==> src/rtl/ccff_loader_pkg.sv <==
// rtl/ccff_loader_pkg.sv - shared types and constants for the configuration-chain loader
package ccff_loader_pkg;

  typedef enum logic [1:0] {
    IDLE  = 2'd0,
    LOAD  = 2'd1,
    DRAIN = 2'd2,
    DONE  = 2'd3
  } ccff_state_e;

  localparam logic [15:0] CRC_POLY = 16'h1021;
  localparam logic [15:0] CRC_INIT = 16'hFFFF;

  // Number of bitstream words needed to cover the whole chain.
  function automatic int words_per_load(input int chain_len, input int word_w);
    return (chain_len + word_w - 1) / word_w;
  endfunction

endpackage

==> src/rtl/ccff_crc16_step.sv <==
// rtl/ccff_crc16_step.sv - one-bit MSB-first CRC-16 update
module ccff_crc16_step
  import ccff_loader_pkg::*;
(
  input  logic [15:0] crc_in,
  input  logic        bit_in,
  output logic [15:0] crc_out
);

  logic fb;

  always_comb begin
    fb      = crc_in[15] ^ bit_in;
    crc_out = {crc_in[14:0], 1'b0} ^ (fb ? CRC_POLY : 16'h0000);
  end

endmodule

==> src/rtl/ccff_bitstream_loader.sv <==
// rtl/ccff_bitstream_loader.sv - serialises bitstream words into a config chain, signs the readback
module ccff_bitstream_loader
  import ccff_loader_pkg::*;
#(
  parameter int CHAIN_LEN = 56,
  parameter int WORD_W    = 8
) (
  input  logic              prog_clk,
  input  logic              pReset,
  input  logic              start,
  input  logic              abort,
  input  logic [WORD_W-1:0] bs_data,
  input  logic              bs_valid,
  output logic              bs_ready,
  output logic              ccff_head,
  output logic              ccff_clk_en,
  input  logic              ccff_tail,
  output logic              busy,
  output logic              done,
  output logic [15:0]       rb_sig
);

  localparam int CNT_W  = $clog2(CHAIN_LEN + 1);
  localparam int NWORDS = words_per_load(CHAIN_LEN, WORD_W);
  localparam int WCNT_W = $clog2(NWORDS + 1);
  localparam int SCNT_W = $clog2(WORD_W + 1);

  localparam logic [CNT_W-1:0]  LAST_CNT  = CNT_W'(CHAIN_LEN);
  localparam logic [WCNT_W-1:0] WORDS_MAX = WCNT_W'(NWORDS);
  localparam logic [SCNT_W-1:0] SR_FULL   = SCNT_W'(WORD_W);
  localparam logic [SCNT_W-1:0] SR_ONE    = SCNT_W'(1);

  ccff_state_e        state_q, state_d;
  logic [WORD_W-1:0]  hold_q;
  logic               hold_full_q;
  logic [WORD_W-1:0]  sr_q;
  logic [SCNT_W-1:0]  sr_cnt_q;
  logic [CNT_W-1:0]   bit_cnt_q;
  logic [WCNT_W-1:0]  words_q;
  logic               head_q;
  logic               clk_en_q;
  logic [15:0]        rb_q;
  logic [15:0]        crc_next;

  logic restart;
  logic accept;
  logic issue;
  logic refill;

  ccff_crc16_step u_crc (
    .crc_in  (rb_q),
    .bit_in  (ccff_tail),
    .crc_out (crc_next)
  );

  // State register
  always_ff @(posedge prog_clk or negedge pReset) begin
    if (!pReset) begin
      state_q <= IDLE;
    end else begin
      state_q <= state_d;
    end
  end

  // Next-state logic
  always_comb begin
    state_d = state_q;
    if (abort) begin
      state_d = IDLE;
    end else begin
      case (state_q)
        IDLE:    if (start) state_d = LOAD;
        LOAD:    if (bit_cnt_q == LAST_CNT) state_d = DRAIN;
        DRAIN:   state_d = DONE;
        DONE:    if (start) state_d = LOAD;
        default: state_d = IDLE;
      endcase
    end
  end

  // Output and datapath-control decode
  always_comb begin
    busy     = (state_q == LOAD) || (state_q == DRAIN);
    done     = (state_q == DONE);
    bs_ready = (state_q == LOAD) && !hold_full_q && (words_q < WORDS_MAX);
    restart  = start && ((state_q == IDLE) || (state_q == DONE));
    accept   = bs_valid && bs_ready;
    issue    = (state_q == LOAD) && (sr_cnt_q != '0) && (bit_cnt_q != LAST_CNT);
    // Refill on the same edge that issues the last buffered bit so the stream has no bubble.
    refill   = (state_q == LOAD) && hold_full_q &&
               ((sr_cnt_q == '0) || (issue && (sr_cnt_q == SR_ONE)));
  end

  // Datapath: hold/shift buffering, chain drive, readback signature
  always_ff @(posedge prog_clk or negedge pReset) begin
    if (!pReset) begin
      hold_q      <= '0;
      hold_full_q <= 1'b0;
      sr_q        <= '0;
      sr_cnt_q    <= '0;
      bit_cnt_q   <= '0;
      words_q     <= '0;
      head_q      <= 1'b0;
      clk_en_q    <= 1'b0;
      rb_q        <= CRC_INIT;
    end else if (abort) begin
      hold_q      <= '0;
      hold_full_q <= 1'b0;
      sr_q        <= '0;
      sr_cnt_q    <= '0;
      bit_cnt_q   <= '0;
      words_q     <= '0;
      head_q      <= 1'b0;
      clk_en_q    <= 1'b0;
      rb_q        <= CRC_INIT;
    end else if (restart) begin
      hold_q      <= '0;
      hold_full_q <= 1'b0;
      sr_q        <= '0;
      sr_cnt_q    <= '0;
      bit_cnt_q   <= '0;
      words_q     <= '0;
      clk_en_q    <= 1'b0;
      rb_q        <= CRC_INIT;
    end else begin
      if (clk_en_q) begin
        rb_q <= crc_next;
      end

      if (accept) begin
        hold_q      <= bs_data;
        hold_full_q <= 1'b1;
        words_q     <= words_q + WCNT_W'(1);
      end else if (refill) begin
        hold_full_q <= 1'b0;
      end

      if (refill) begin
        sr_q     <= hold_q;
        sr_cnt_q <= SR_FULL;
      end else if (issue) begin
        sr_q     <= sr_q >> 1;
        sr_cnt_q <= sr_cnt_q - SR_ONE;
      end

      if (issue) begin
        head_q    <= sr_q[0];
        bit_cnt_q <= bit_cnt_q + CNT_W'(1);
      end
      clk_en_q <= issue;
    end
  end

  assign ccff_head   = head_q;
  assign ccff_clk_en = clk_en_q;
  assign rb_sig      = rb_q;

endmodule

==> config.mk <==
export PLATFORM = sky130hd
export DESIGN_NAME = ccff_bitstream_loader
export DESIGN_NICKNAME = d
export VERILOG_FILES = /design/src/rtl/ccff_loader_pkg.sv /design/src/rtl/ccff_crc16_step.sv /design/src/rtl/ccff_bitstream_loader.sv
export SDC_FILE = /design/constraint.sdc
export NUM_CORES = 1
export LEC_CHECK = 0
export BUFFER_PORTS_ARGS = -buffer_cell sky130_fd_sc_hd__buf_4
export CORE_UTILIZATION = 61
export CTS_CLUSTER_SIZE = 25
export DETAILED_ROUTE_END_ITERATION = 6
export GPL_TIMING_DRIVEN = 0
export PLACE_DENSITY = 0.86
export REMOVE_ABC_BUFFERS = 1
export SYNTH_ARGS = -nofsm -noshare
export SYNTH_HDL_FRONTEND = slang
export SYNTH_SLANG_ARGS = --single-unit
==> constraint.sdc <==
create_clock -name prog_clk -period 4.4 [get_ports prog_clk]
set_input_delay 0.22 -clock prog_clk [delete_from_list [all_inputs] [get_ports prog_clk]]
set_output_delay 0.22 -clock prog_clk [all_outputs]
set_load 0.02 [all_outputs]
==> metrics.yaml, run 1 <==
intPower_uw: 687
synth_top_cell_area_share_pct: 35.0
final-hold-violation-count: 0
multiInputGateArea_um2: 1080
cts_sinks: 50
yosys_warnings: 0
cts_buffer_depth: 2
top_layer: "met4"
leakagePower_uw: 0.00128
ys_types: 40
cpPeakStageDelay_ns: 0.73
synthArstFlopShare_pct: 100
drv_cap: 0
end_kind: "flop"
grt_max_degree: 51
critPathBufInv: 0
slew_headroom_pct: 36.1
grt_overflow: 0
rsz0062_at_grt: "false"
p_per_area_nw_per_um2: 361
power.share.clock_pct: 24.9
synth_edf_count: 0
m1WireLength_um: 1850
p_seq_share_pct: 49.8
tritoncts: "yes"
diodes: 0
synth_seq_area_share_pct: 52.3
peakVddDrop_uv: 253
clkTransAtPathRegs_ns: 0.08
fin_setup_tns_ns: 0
crit_path_start_kind: "flop"
antenna_found_initial: 0
syn_area_um2: 2430
grt.total_usage_pct: 21.4
fin_crit_ns: 2.31
cts_buffers: 5
crit_type: "reg2reg"
finalCoreUtilization_pct: 74.4
synth_top_flop_cell: "dfrtp_1"
cp_data_required_time_ns: 4.62
fillers: 278
area.sequential_um2: 1270
drv_slew: 0
grt_pass1_wl_um: 6850
skew_ns: 0.00191
fin_ws_ns: 2.09
dieArea_um2: 4240
crit_fanout: 27
holdPathStages: 2
p_sw_share_pct: 31.7
rr_worst_depth: 5
yosys.area.top_type: "dfrtp_1"
portBuffers: 34
core_area_um2: 3740
slowest_stage: "nor2_2"
yosys_register_bits: 50
worst_slew_pin_slew_ns: 0.957
vias: 1667
gp_congestion: 0.764
status: "complete, no violations"
max_freq_mhz: 433
met3_length_um: 172
path_delay_family: "simple AND/OR/NAND/NOR gates"
syn_area_per_cell_um2: 11.1
cts_root_buf: "clkbuf_8"
syn_inst: 220
arrival_ns: 2.53
insertion_delay_ns: 0.30
setup_viol: 0
hpwl_um: 2790
dr.pass1.iters: 4
drc: 0
dieHeight_um: 65.1
p_sw_uw: 319
start_util_pct: 64.9
wire_per_inst_um: 13.3
die_w_um: 65.1
pre_cts_ws_ns: 2.09
wl_met2_um: 1940
io-pin-count: 35
drt-total-wl_um: 4020
area_delta_synth_final_pct: 14.5
crit_cells: 5
ant_nets: 0
nets: 276
drt-vias-per-instance: 5.52
path_cells: "ha_1, and2_1, nor2_2, nand2_1, a211oi_2"
htree_num_levels: 2
first_global_vias: 1551
combPwrFrac_pct: 25.3
ys_top_cells_by_area: "dfrtp_1 35%, dfstp_2 17%, mux2i_1 13%"
drtIter0Drc: 112
final_layout_size_suffix_gt1_share_pct: 26.0
rows: 22
min_path_type: "in2reg"
min_period_over_period_pct: 52.5
holdWs_ns: 0.130
## final cells by class
| cell class | instances | share of cell area (%) |
|---|---|---|
| clock inverters | 2 | 0.360 |
| repair buffers | 35 | 9.53 |
| multi-input cells | 154 | 38.7 |
| well taps | 48 | 2.16 |
| inverters | 7 | 0.944 |
| clock buffers | 6 | 2.61 |
| flip-flops and latches | 50 | 45.7 |
## logic make-up (layout without fill, tap and decap cells)
kind of cell | Yosys count | count (layout) | synth area share, %
AOI/OAI and AO/OA | 33 | 33 | 8.70
buffers and inverters | 16 | 50 | 3.45
and+or+nand+nor | 71 | 71 | 14.5
adders and majority gates | 9 | 9 | 4.63
DFF | 50 | 50 | 52.3
muxes | 32 | 32 | 13.2
xor gates and xnor gates | 9 | 9 | 3.24
## worst register-to-register path: stages (launching register included)
cell and delay [ns]:
dfrtp_1 0.43, ha_1 0.36, and2_1 0.22, nor2_2 0.73, nand2_1 0.25, a211oi_2 0.24
## path summary, 6_finish.rpt
kind / startpoint / endpoint / slack, ns
max: state_q[0] / sr_cnt_q[1] / 2.09
min: abort / ccff_head / 0.13
max reg2reg: state_q[0] / sr_cnt_q[1] / 2.09
min reg2reg: sr_q[7] / sr_q[7] / 0.52
max in group asynchronous: pReset / state_q[0] / 3.53
min in group asynchronous: pReset / words_q[2] / 0.47
## synthesized netlist by cell type, types with 2 or more instances
master,instances
and2_1,2
o21ai_0,11
inv_1,7
dfstp_2,16
nand4_1,3
nand3_1,3
buf_2,6
mux2i_1,32
dfrtp_1,34
or3_1,4
o21ai_1,2
xor2_1,3
nand2_1,26
a21oi_1,12
ha_1,9
xnor2_1,6
nor2_1,21
## state kept, by name, summed over array words and instances (netlist names)
register,flops
bit_cnt_q,6
ccff_clk_en,1
ccff_head,1
hold_full_q,1
hold_q,8
rb_sig,16
sr_cnt_q,4
sr_q,8
state_q,2
words_q,3
## routing by layer
layer / up-vias / GRT usage (%)
met5: - / 0
met4: 0 / 8.42
met3: 7 / 6.08
met2: 41 / 35.5
met1: 794 / 26.6
li1: 825 / -
## layout by cell type, fill, tap and decap left out, types with 7 or more instances in the layout
cell type  instances
dfrtp_1           34
buf_4             34
mux2i_1           32
nand2_1           26
nor2_1            20
dfstp_2           16
a21oi_1           12
o21ai_0           11
ha_1               9
inv_1              7
## repair_timing
| item | in CTS | in global routing |
|---|---|---|
| gates resized for setup | 0 | 0 |
| hold buffers | 1 | 0 |
| endpoints found under the hold margin | 34 | 0 |
| setup buffers | 0 | 0 |
## per-stage QoR
| step | std cells | instance area [µm²] | total power, µW |
|---|---|---|---|
| floorplan | 211 | 2370 | 678 |
| global placement | 293 | 2690 | 752 |
| detailed placement | 293 | 2690 | 765 |
| CTS | 302 | 2780 | 1020 |
| global route | 302 | 2780 | 1070 |
| finish | 302 | 2780 | 1010 |
## power by group through the flow
stage | clock, µW | combinational, µW | sequential, µW
2_1_floorplan | 0 | 173 | 505
3_3_place_gp | 0 | 244 | 508
3_5_place_dp | 0 | 255 | 510
4_1_cts | 260 | 257 | 501
5_1_grt | 277 | 285 | 504
6_report | 251 | 254 | 501
Power figures use the tool's default switching activity.
==> run 2: changes to the inputs <==
- CORE_UTILIZATION: 61 -> 51
- PLACE_DENSITY: 0.86 -> 0.77
- clock period: 4.4 -> 2 ns (I/O delays scaled with it)
==> run 2 against run 1 <==
Net effect:
- the run now ends with DRC left
- flip-flop and latch count unchanged
- clock skew is 0.0054 ns higher
- final cell count grew 3.3%
- final area grew 3.6%
- first-iteration DRC count shrank 36%
- critical path type unchanged
- critical endpoint is now bit_cnt_q[4]
- largest cell class unchanged
- largest power group unchanged
==> metrics.yaml, run 2 (same netlist as run 1, synthesis figures left out) <==
p_seq_share_pct: 47.4  # was 49.8%
grt_max_degree: 51  # unchanged
crit_type: "reg2reg"  # unchanged
rr_worst_depth: 5  # unchanged
cts_buffer_depth: 2  # unchanged
power.share.clock_pct: 25.5  # was 24.9%
violations: "DRC"
cp_data_required_time_ns: 2.24  # was 4.62 ns
min_path_type: "in2reg"  # unchanged
wire_per_inst_um: 13.7  # was 13.3 µm
nets: 282  # was 276
dieHeight_um: 71.0  # was 65.1 µm
ant_nets: 0  # unchanged
drtIter0Drc: 72  # was 112
tritoncts: "yes"  # unchanged
largest_register_ffs: 16  # unchanged
grt_overflow: 0  # unchanged
final-hold-violation-count: 0  # unchanged
max_freq_mhz: 523  # was 433 MHz
rows: 24  # was 22
peakVddDrop_uv: 744  # was 253 µV
p_total_uw: 2320  # was 1010 µW
die_w_um: 71.0  # was 65.1 µm
crit_fanout: 5  # was 27
drt-total-wl_um: 4270  # was 4020 µm
leakagePower_uw: 0.00132  # was 0.00128 µW
drv_slew: 0  # unchanged
fillers: 361  # was 278
startpoint: "state_q[0]"  # unchanged
combPwrFrac_pct: 27.1  # was 25.3%
crit_path_start_kind: "flop"  # unchanged
diodes: 0  # unchanged
clkTransAtPathRegs_ns: 0.09  # was 0.08 ns
holdPathStages: 3  # was 2
dp_cells: 298  # was 293
skew_ns: 0.00734  # was 0.00191 ns
dr.pass1.iters: 7  # was 4
core_area_um2: 4470  # was 3740 µm²
portBuffers: 34  # unchanged
status: "complete, but fails checks"  # was complete, no violations
fin_cells: 312  # was 302
finalCoreUtilization_pct: 64.4  # was 74.4%
drc: 3  # was 0
worst_slew_pin_slew_ns: 0.830  # was 0.957 ns
drt-vias-per-instance: 5.40  # was 5.52
start_util_pct: 54.3  # was 64.9%
cpPeakStageDelay_ns: 0.50  # was 0.73 ns
layout_common_cells: "37 x buf_4, 34 x dfrtp_1, 32 x mux2i_1"  # was 34 x dfrtp_1, 34 x buf_4, 32 x mux2i_1
intPower_uw: 1590  # was 687 µW
multiInputGateArea_um2: 1120  # was 1080 µm²
io-pin-count: 35  # unchanged
drv_cap: 0  # unchanged
p_sw_share_pct: 31.3  # was 31.7%
grt.total_usage_pct: 16.8  # was 21.4%
r2r-start: "state_q[0]"  # unchanged
gp_congestion: 0.740  # was 0.764
path_cells: "ha_1, and2_4, or2_4, or4_1, nand2_1"  # was ha_1, and2_1, nor2_2, nand2_1, a211oi_2
slew_headroom_pct: 44.7  # was 36.1%
final_layout_size_suffix_gt1_share_pct: 30.0  # was 26.0%
setup_viol: 0  # unchanged
dieArea_um2: 5050  # was 4240 µm²
area_delta_synth_final_pct: 18.6  # was 14.5%
area.sequential_um2: 1270  # unchanged
insertion_delay_ns: 0.29  # was 0.30 ns
place_area_um2: 2710  # was 2690 µm²
slowest_stage: "or4_1"  # was nor2_2
cts_sinks: 50  # unchanged
fin_ws_ns: 0.0868  # was 2.09 ns
vias: 1686  # was 1,667
min_period_over_period_pct: 95.7  # was 52.5%
grt_pass1_wl_um: 6820  # was 6850 µm
antenna_found_initial: 0  # unchanged
end_kind: "flop"  # unchanged
htree_num_levels: 2  # unchanged
worstHoldStart: "bs_data[5]"  # was abort
cts_buffers: 5  # unchanged
p_sw_uw: 728  # was 319 µW
fin_crit_ns: 1.91  # was 2.31 ns
hpwl_um: 2730  # was 2790 µm
final_common_cell: "buf_4"
first_global_vias: 1540  # was 1,551
fin_area_um2: 2880  # was 2780 µm²
p_per_area_nw_per_um2: 806  # was 361 nW/µm²
cts_root_buf: "clkbuf_8"  # unchanged
arrival_ns: 2.15  # was 2.53 ns
pre_cts_ws_ns: -0.206  # was 2.09 ns
[run 2: changes by cell type in the layout (fill, tap and decap cells not counted), sizes merged]
| cell | previous run | this run |
|---|---|---|
| clkbuf | 6 | 7 |
| buf | 34 | 38 |
| dlygate4sd3 | 1 | 2 |
| clkinv | 2 | 1 |
| or2 | 2 | 3 |
[run 2: cell type report]
type,instances,share of cell area [%]
clock buffer,7,2.99
clock inverter,1,0.174
inverter,7,0.911
multi-input combinational,155,38.7
sequential,50,44.1
tap,52,2.26
timing repair buffer,40,10.9
[run 2: path summary, 6_finish.rpt]
path	to	slack [ns]
min	hold_q[5]	0.04
max in group asynchronous	sr_cnt_q[3]	1.22
min in group asynchronous	bit_cnt_q[1]	0.35
max reg2reg	bit_cnt_q[4]	0.09
max	bit_cnt_q[4]	0.09
min reg2reg	sr_q[7]	0.52
[run 2: through the flow]
step | hold slack [ns] | TNS, ns
after floorplan | -0.196 | -1.09
after global placement | 0.158 | -14.93
after detailed placement | 0.157 | -1.07
after CTS | 0.0404 | -0.0102
after global routing | 0.0430 | -0.0200
final | 0.0425 | 0
[run 2: power groups by stage]
stage               clock network (µW)  registers, µW  logic, µW
CTS                                611           1100        587
finish                             593           1100        629
detailed placement                   0           1120        571
floorplan                            0           1110        381
global route                       641           1110        690
global placement                     0           1120        542
[run 2: repair_timing]
item / in CTS / in global routing
cloned: 0 / 1
hold buffers: 2 / 0
setup buffers: 0 / 3
gates resized for setup: 3 / 8
pin swaps: 0 / 1
setup endpoints to repair: 11 / 22
endpoints found under the hold margin: 36 / 0
[run 2: worst max-delay path, delay by kind of cell, from the launching register on]
kind                     cells  cell delay, ns
adder cells (fa/ha/maj)      1            0.35
flip-flops                   1            0.43
AND/OR/NAND/NOR              4            1.07
[run 2: metal layers]
layer,GRT usage (%),wire [µm]
met1,23.2,2110
met3,3.99,180
met5,0,0
met4,4.00,17
met2,27.0,1960
